==> src/rtl/td4_pkg.sv <==
// -----------------------------------------------------------------------------
// td4_pkg
// Shared definitions for the TD4 execution datapath:
//   TD4_DATA_W / TD4_PC_W : default data and program-counter widths
//   src_sel_e             : adder operand source encoding from the decoder
//   SEL_LOAD              : level of a load select that means "load this reg"
// -----------------------------------------------------------------------------
package td4_pkg;

  localparam int TD4_DATA_W = 4;
  localparam int TD4_PC_W   = 4;

  typedef enum logic [1:0] {
    SRC_A    = 2'b00,
    SRC_B    = 2'b01,
    SRC_IN   = 2'b10,
    SRC_ZERO = 2'b11
  } src_sel_e;

  // Decoder load selects are active-low.
  localparam logic SEL_LOAD = 1'b0;

endpackage

==> src/rtl/td4_alu.sv <==
// -----------------------------------------------------------------------------
// td4_alu
// Combinational operand mux plus adder of the TD4 datapath.
// Ports:
//   src_sel  in   operand source (A, B, in_port, zero)
//   a, b     in   current A and B register values
//   in_port  in   external input port, used as-is (no synchronisation)
//   im       in   immediate field of the current instruction
//   result   out  DATA_W-bit sum, wraps modulo 2^DATA_W
//   cy       out  carry out of the DATA_W-bit add
// -----------------------------------------------------------------------------
module td4_alu
  import td4_pkg::*;
#(
  parameter int DATA_W = TD4_DATA_W
) (
  input  logic [1:0]        src_sel,
  input  logic [DATA_W-1:0] a,
  input  logic [DATA_W-1:0] b,
  input  logic [DATA_W-1:0] in_port,
  input  logic [DATA_W-1:0] im,
  output logic [DATA_W-1:0] result,
  output logic              cy
);

  logic [DATA_W-1:0] operand;
  logic [DATA_W:0]   sum;

  always_comb begin
    operand = '0;
    case (src_sel_e'(src_sel))
      SRC_A:    operand = a;
      SRC_B:    operand = b;
      SRC_IN:   operand = in_port;
      SRC_ZERO: operand = '0;
      default:  operand = '0;
    endcase
    sum = {1'b0, operand} + {1'b0, im};
  end

  assign result = sum[DATA_W-1:0];
  assign cy     = sum[DATA_W];

endmodule

==> src/rtl/td4_datapath.sv <==
// -----------------------------------------------------------------------------
// td4_datapath
// Architectural state (A, B, OUT, PC, carry) and execute step of the TD4 CPU.
// Every enabled clock edge executes one instruction: the ALU result is loaded
// into each register whose active-low select is asserted, PC either loads the
// result (jump) or increments, and the carry flag takes the adder carry.
// Ports:
//   clk, rst_n        clock, synchronous active-low reset
//   step              (TD4_STEP_EN only) asynchronous push-button level;
//                     each rising edge executes exactly one instruction
//   src_sel           adder operand source
//   sel_A/B/Out/PC    active-low load selects from the decoder
//   im, in_port       immediate field and external input
//   pc                program counter to ROM
//   out_port          OUT register
//   c                 registered carry flag back to the decoder
//   a_q, b_q          A and B registers for observation
// Optional feature: define TD4_STEP_EN to add single-step execution.
// -----------------------------------------------------------------------------
module td4_datapath
  import td4_pkg::*;
#(
  parameter int DATA_W = TD4_DATA_W,
  parameter int PC_W   = TD4_PC_W
) (
  input  logic              clk,
  input  logic              rst_n,
`ifdef TD4_STEP_EN
  input  logic              step,
`endif
  input  logic [1:0]        src_sel,
  input  logic              sel_A,
  input  logic              sel_B,
  input  logic              sel_Out,
  input  logic              sel_PC,
  input  logic [DATA_W-1:0] im,
  input  logic [DATA_W-1:0] in_port,
  output logic [PC_W-1:0]   pc,
  output logic [DATA_W-1:0] out_port,
  output logic              c,
  output logic [DATA_W-1:0] a_q,
  output logic [DATA_W-1:0] b_q
);

  logic [DATA_W-1:0] result;
  logic              cy;
  logic              exec;

  logic [DATA_W-1:0] a_d, b_d, out_d, out_q;
  logic [PC_W-1:0]   pc_d, pc_q, pc_load;
  logic              c_d, c_q;
  logic [PC_W+DATA_W-1:0] result_ext;

  td4_alu #(.DATA_W(DATA_W)) u_alu (
    .src_sel (src_sel),
    .a       (a_q),
    .b       (b_q),
    .in_port (in_port),
    .im      (im),
    .result  (result),
    .cy      (cy)
  );

`ifdef TD4_STEP_EN
  // Two-flop synchroniser followed by a rising-edge detector.
  // vld_p1/vld_p2 mark when the synchroniser holds a real post-reset sample;
  // the previous-level flop resets high and only tracks real samples, so a
  // button held through reset release must fall and rise again to execute.
  logic step_s1_d, step_s1_q, step_s2_d, step_s2_q;
  logic step_prev_d, step_prev_q;
  logic vld_p1_d, vld_p1_q, vld_p2_d, vld_p2_q;

  always_comb begin
    step_s1_d   = step;
    step_s2_d   = step_s1_q;
    vld_p1_d    = 1'b1;
    vld_p2_d    = vld_p1_q;
    step_prev_d = vld_p2_q ? step_s2_q : step_prev_q;
    exec        = vld_p2_q & step_s2_q & ~step_prev_q;
  end

  always_ff @(posedge clk) begin
    if (!rst_n) begin
      step_s1_q   <= 1'b0;
      step_s2_q   <= 1'b0;
      step_prev_q <= 1'b1;
      vld_p1_q    <= 1'b0;
      vld_p2_q    <= 1'b0;
    end else begin
      step_s1_q   <= step_s1_d;
      step_s2_q   <= step_s2_d;
      step_prev_q <= step_prev_d;
      vld_p1_q    <= vld_p1_d;
      vld_p2_q    <= vld_p2_d;
    end
  end
`else
  assign exec = 1'b1;
`endif

  // Jump target: zero-extend or truncate the sum to PC_W.
  assign result_ext = {{PC_W{1'b0}}, result};
  assign pc_load    = result_ext[PC_W-1:0];

  always_comb begin
    a_d   = a_q;
    b_d   = b_q;
    out_d = out_q;
    pc_d  = pc_q;
    c_d   = c_q;
    if (exec) begin
      if (sel_A   == SEL_LOAD) a_d   = result;
      if (sel_B   == SEL_LOAD) b_d   = result;
      if (sel_Out == SEL_LOAD) out_d = result;
      pc_d = (sel_PC == SEL_LOAD) ? pc_load : pc_q + PC_W'(1);
      c_d  = cy;
    end
  end

  // Execute stage boundary: architectural state registers.
  always_ff @(posedge clk) begin
    if (!rst_n) begin
      a_q   <= '0;
      b_q   <= '0;
      out_q <= '0;
      pc_q  <= '0;
      c_q   <= 1'b0;
    end else begin
      a_q   <= a_d;
      b_q   <= b_d;
      out_q <= out_d;
      pc_q  <= pc_d;
      c_q   <= c_d;
    end
  end

  assign pc       = pc_q;
  assign out_port = out_q;
  assign c        = c_q;

endmodule
==> config.mk <==
export PLATFORM = sky130hd
export DESIGN_NAME = td4_datapath
export DESIGN_NICKNAME = d
export VERILOG_FILES = /design/src/rtl/td4_pkg.sv /design/src/rtl/td4_alu.sv /design/src/rtl/td4_datapath.sv
export SDC_FILE = /design/constraint.sdc
export NUM_CORES = 1
export LEC_CHECK = 0
export ABC_CLOCK_PERIOD_IN_PS = 4300
export CAP_MARGIN = 40
export CORE_ASPECT_RATIO = 1.4
export CORE_UTILIZATION = 37
export CTS_BUF_LIST = sky130_fd_sc_hd__clkbuf_8
export DETAILED_ROUTE_END_ITERATION = 8
export GPL_TIMING_DRIVEN = 1
export PLACE_DENSITY = 0.69
export REMOVE_ABC_BUFFERS = 1
export SETUP_SLACK_MARGIN = 0.05
export SLEW_MARGIN = 10
export SYNTH_ARGS = -nofsm -noshare
export SYNTH_HDL_FRONTEND = slang
export SYNTH_HIERARCHICAL = 1
export SYNTH_SLANG_ARGS = --single-unit
==> constraint.sdc <==
create_clock -name clk -period 4.3 [get_ports clk]
set_input_delay 0.86 -clock clk [delete_from_list [all_inputs] [get_ports clk]]
set_output_delay 0.86 -clock clk [all_outputs]
set_load 0.02 [all_outputs]
**Word-level counts from Yosys, hierarchy flattened**

Cells that the tools add are included.

- Muxes and demuxes: 2
- Add/sub/neg operators: 2
- Equal/unequal tests: 3
- Reduce and logical (&&, ||, !) cells: 1

Operator list:

| kind | count |
|---|---|
| $pmux 4 s4 | 1 |
| $add 4x4->5 | 1 |
| $add 4x1->4 const B | 1 |
| $eq 2x2->1 const B | 2 |
| $mux 4 | 1 |
| $eq 2x1->1 const B | 1 |
| $logic_not 2->1 | 1 |

- Register bits after elaboration: 17
- Output and inout port bits: 17
- Word-level logic and storage cells: 13
- Input bits: 16

**Longest topological paths before layout**

- Word-level depth: 4
- Gate-level depth with buffers: 10
- Mapped depth without buffers: 9

**Modules after synthesis**

The synthesis kept the hierarchy.

Modules (own cells, without submodules):

| module | times used | area an instance (um^2) | cells each |
|---|---|---|---|
| td4_datapath | 1 | 666.9 | 59 |
| td4_alu | 1 | 229.0 | 27 |

**Worst setup path after synthesis**

Ideal clock, no wire load.

- Path type: in2reg
- From: in src_sel[1]
- To: reg c_q, in the netlist c
- Arrival time: 2.295 ns
- Setup time: 0.116 ns
- Stages on the path: 8
- Setup slack: 1.889 ns
- Path through: buf_6 > mux2i_1 > o21ai_1 > ha_1 > fa_1 > a21o_1 > a21o_1 > and2_2

- Cells in the longest elaborated chain, start to end: 3
- Elaborated cells on any way between the ends: 6
- Classes of those cells: add/sub (1); eq/ne (3); mux (1); reduce/logical (1)

Ends and longest elaborated chain:

| element | RTL line | text |
|---|---|---|
| from (decl) | td4_datapath.sv:31 | `input logic [1:0] src_sel,` |
| $eq 2x2->1 (tied with other cells) | td4_alu.sv:31 | `case (src_sel_e'(src_sel))` |
| $pmux 4 s4 (*) | td4_alu.sv:31 |  |
| $add 4x4->5 (*) | td4_alu.sv:38 | `sum = {1'b0, operand} + {1'b0, im};` |
| named net c_d | td4_datapath.sv:51 | `logic c_d, c_q;` |
| to (signal assigned) | td4_datapath.sv:127 | `c_q <= 1'b0;` |
| to (signal assigned) | td4_datapath.sv:133 | `c_q <= c_d;` |
| to (decl) | td4_datapath.sv:51 |  |

Mark *: on every way through the listed nets, which the timed path passes. The rest lies on a longest branch.
A chain may end at the register's enable or synchronous reset.

**Worst setup path in the final report**

- From: in src_sel[1]
- To: reg out_q[3], in the netlist out_port[3]

- Cells in the longest elaborated chain, start to end: 3
- Elaborated cells on any way between the ends: 6
- Classes of those cells: add/sub (1); eq/ne (3); mux (1); reduce/logical (1)

Ends and longest elaborated chain:

| element | RTL line | text |
|---|---|---|
| $eq 2x2->1 (tied with other cells) | td4_alu.sv:31 |  |
| $pmux 4 s4 (*) | td4_alu.sv:31 |  |
| $add 4x4->5 (*) | td4_alu.sv:38 |  |
| named net pc_load[3] | td4_datapath.sv:50 | `logic [PC_W-1:0] pc_d, pc_q, pc_load;` |
| to (signal assigned) | td4_datapath.sv:131 | `out_q <= out_d;` |
| to (decl) | td4_datapath.sv:49 | `logic [DATA_W-1:0] a_d, b_d, out_d, out_q;` |

Marks and branches as above.

==> results.toml <==
[global_routing]
overflow = 0
antenna_found_initial = 0
grt_usage = 0.170
grt_pass1_wl_um = 3190
first_global_vias = 686
grt_max_degree = 18

[clock_network]
insertion_delay_ns = 0.25
ctsLongestPathBuffers = 2
clock-root-buffer = "clkbuf_8"
cts_setup_buffers = 0
cts_resized = 0
cts.sinks = 17
numCtsBuffers = 3
clk_pin_slew_ns = 0.07
htree_num_levels = 1
cts_tree = "yes"
cts.hold.buffers_added = 0

[worst_setup_path]
rrSetupSlack_ns = 2.34
crit_path_start = "src_sel[1]"
cp-end-kind = "register"
cp.depth = 9
crit_required_ns = 4.50
arrival_ns = 3.13
r2r_end = "out_port[3]"
slowest_delay_ns = 0.64
critPathKind = "in2reg"
worstSetupEndpoint = "out_port[3]"
worstRegToRegCells = 8
r2r-start = "a_q[2]"
path_buf_inv = 1
cp_cell_sequence = "clkdlybuf4s50_1 -> mux2i_1 -> o21ai_1 -> ha_1 -> a21oi_1 -> nand2_1 -> xor2_1 -> mux2i_1 -> nor2b_1"
cp_slowest_cell = "clkdlybuf4s50_1"
start_kind = "primary input"
cp_common_cell = "mux2i_1"
path_delay_family = "buffers and inverters"
crit_fanout = 5

[sta]
relSlewSlack = 0.643
rsz0062_at_grt = "no"
final-hold-violation-count = 0
fin_worst_skew_ns = 0.00317
report.final.slew_viol_count = 0
finalSetupViolCount = 0
worst_pin_slew_ns = 0.534
min_period_over_period = 0.682
fin_crit_ns = 2.93
timing.hold.ws_ns = 0.518
setup_tns_ns = 0
fmax_ghz = 0.341

[place]
io_buffers = 32
place_congestion = 0.722
dp_hpwl_um = 1490
placed_cell_area_um2 = 1200

[synthesis]
ys_ff_latch = 17
yosys_warnings = 6
synth_top_family_by_area = "multiplexers"
synth_compound_area_frac = 0.0824
synthAdderAreaFrac = 0.106
synth_area_um2 = 896
yosys.area.top_type_share = 0.380
yosys.area.top_type = "dfxtp_1"
postSynthCellCount = 86
synthXorXnorAreaFrac = 0.0391
yosys.area_share.simple = 0.155
synth_area_leaders = "dfxtp_1 38%, mux2i_1 19%, nor2b_1 9.1%"
synth.distinct_cells = 18
syn_area_per_cell_um2 = 10.4
seq_area_frac_synth = 0.380
synth.area.mux_share = 0.190

[worst_hold_path]
min_from = "out_port[0]"
hold_path.class = "reg2reg"

[detailed_routing]
drtIter0Drc = 9
drt_first_pass_iters = 6
wl_per_cell_um = 14.2
ant_nets = 0
routed_wl_um = 1960
vias = 708
drc_errors = 1
viasPerCell = 5.13

[layout]
final_core_util = 0.560
drive_gt1_frac = 0.0603
antenna_cells = 0
final_net_count = 140
fin_area_um2 = 1250
fillCellCount = 210
synthToLayoutAreaGrowth_pct = 39.2
regArea_um2 = 340
multi_input_area_um2 = 513

[floorplan]
dieArea_um2 = 2620
die_w_um = 43.6
fp-row-count = 20
core-area_um2 = 2230
io_pins = 33
start_util = 0.402
dieHeight_um = 60.2

[job]
maxCapViolCount = 0

[power]
total_power_mw = 0.459
p_per_area_nw_per_um2 = 368
peakVddDrop_v = 0.000222
p_leak_nw = 0.559

[run_status]
status = "complete, but fails checks"
violations = "design-rule violations"
-- metal layers --
metal | routed length, um | up-vias | track usage | part of all wire
li1 | - | 349 | - | -
met1 | 866 | 334 | 0.210 | 0.44
met2 | 938 | 20 | 0.256 | 0.48
met3 | 98 | 5 | 0.0272 | 0.050
met4 | 56 | 0 | 0.138 | 0.029
met5 | 0 | - | 0 | 0
-- cell type report --
type,count,share of cell area
well taps,22,0.0221
repair buffers,32,0.257
clock inverters,1,0.00401
clock buffers,3,0.0331
multi-input cells,63,0.411
flip-flops and latches,17,0.273
-- where the power goes --
part           internal (mW)  switching, mW  leakage [nW]
sequential             0.176         0.0128         0.141
combinational         0.0766         0.0728         0.392
clock                 0.0644         0.0566        0.0255
-- through the flow --
stage,worst slack [ns],instances
2_1_floorplan,2.01,80
3_3_place_gp,1.15,134
3_5_place_dp,1.12,134
4_1_cts,1.39,138
5_1_grt,1.26,138
6_report,1.37,138
-- worst min-delay path by stage --
stage	endpoint	slack, ns	depth (start not counted)
5_1_grt	a_q[1]	0.57	2
2_1_floorplan	out_port[0]	0.60	2
3_5_place_dp	out_port[0]	0.51	2
6_report	out_port[0]	0.52	2
4_1_cts	out_port[0]	0.52	2
3_3_place_gp	out_port[1]	0.51	2
-- registers in the layout (all words and copies together) (netlist names) --
register,count
out_port,4
b_q,4
c,1
a_q,4
pc,4
-- cells in the mapped netlist (all sizes together) --
cell and number:
dfxtp 17, mux2i 17, nor2b 14, nand2 7, ha 6, o21ai 5
clkbuf 4, xor2 3, a21o 2, a21oi 2, buf 2, nand3 2
o211a 2, and2 1, fa 1, xnor2 1
-- kinds of logic after synthesis --
logic type / Yosys count
adder cells (fa/ha/maj): 7
buffers and inverters: 6
flip-flops: 17
multiplexers: 17
XOR/XNOR: 4
AO/OA/AOI/OAI: 11
AND/OR/NAND/NOR: 24
-- cell usage in the layout (no fill, tap or decap), drive strengths merged --
cell type | Yosys | routed
clkdlybuf4s50 | 0 | 32
mux2i | 17 | 17
dfxtp | 17 | 17
nor2b | 14 | 14
nand2 | 7 | 7
ha | 6 | 6
o21ai | 5 | 5
xor2 | 3 | 3
clkbuf | 4 | 3
o211a | 2 | 2
nand3 | 2 | 2
a21oi | 2 | 2
a21o | 2 | 2
xnor2 | 1 | 1
and2 | 1 | 1
clkinv | 0 | 1
fa | 1 | 1
-- tightest hold or removal path, stage by stage, from the launching register on --
cell     delay (ns)
dfxtp_1        0.33
mux2i_1        0.07
nor2b_1        0.09
No activity file was read; power rests on OpenSTA's default activity.
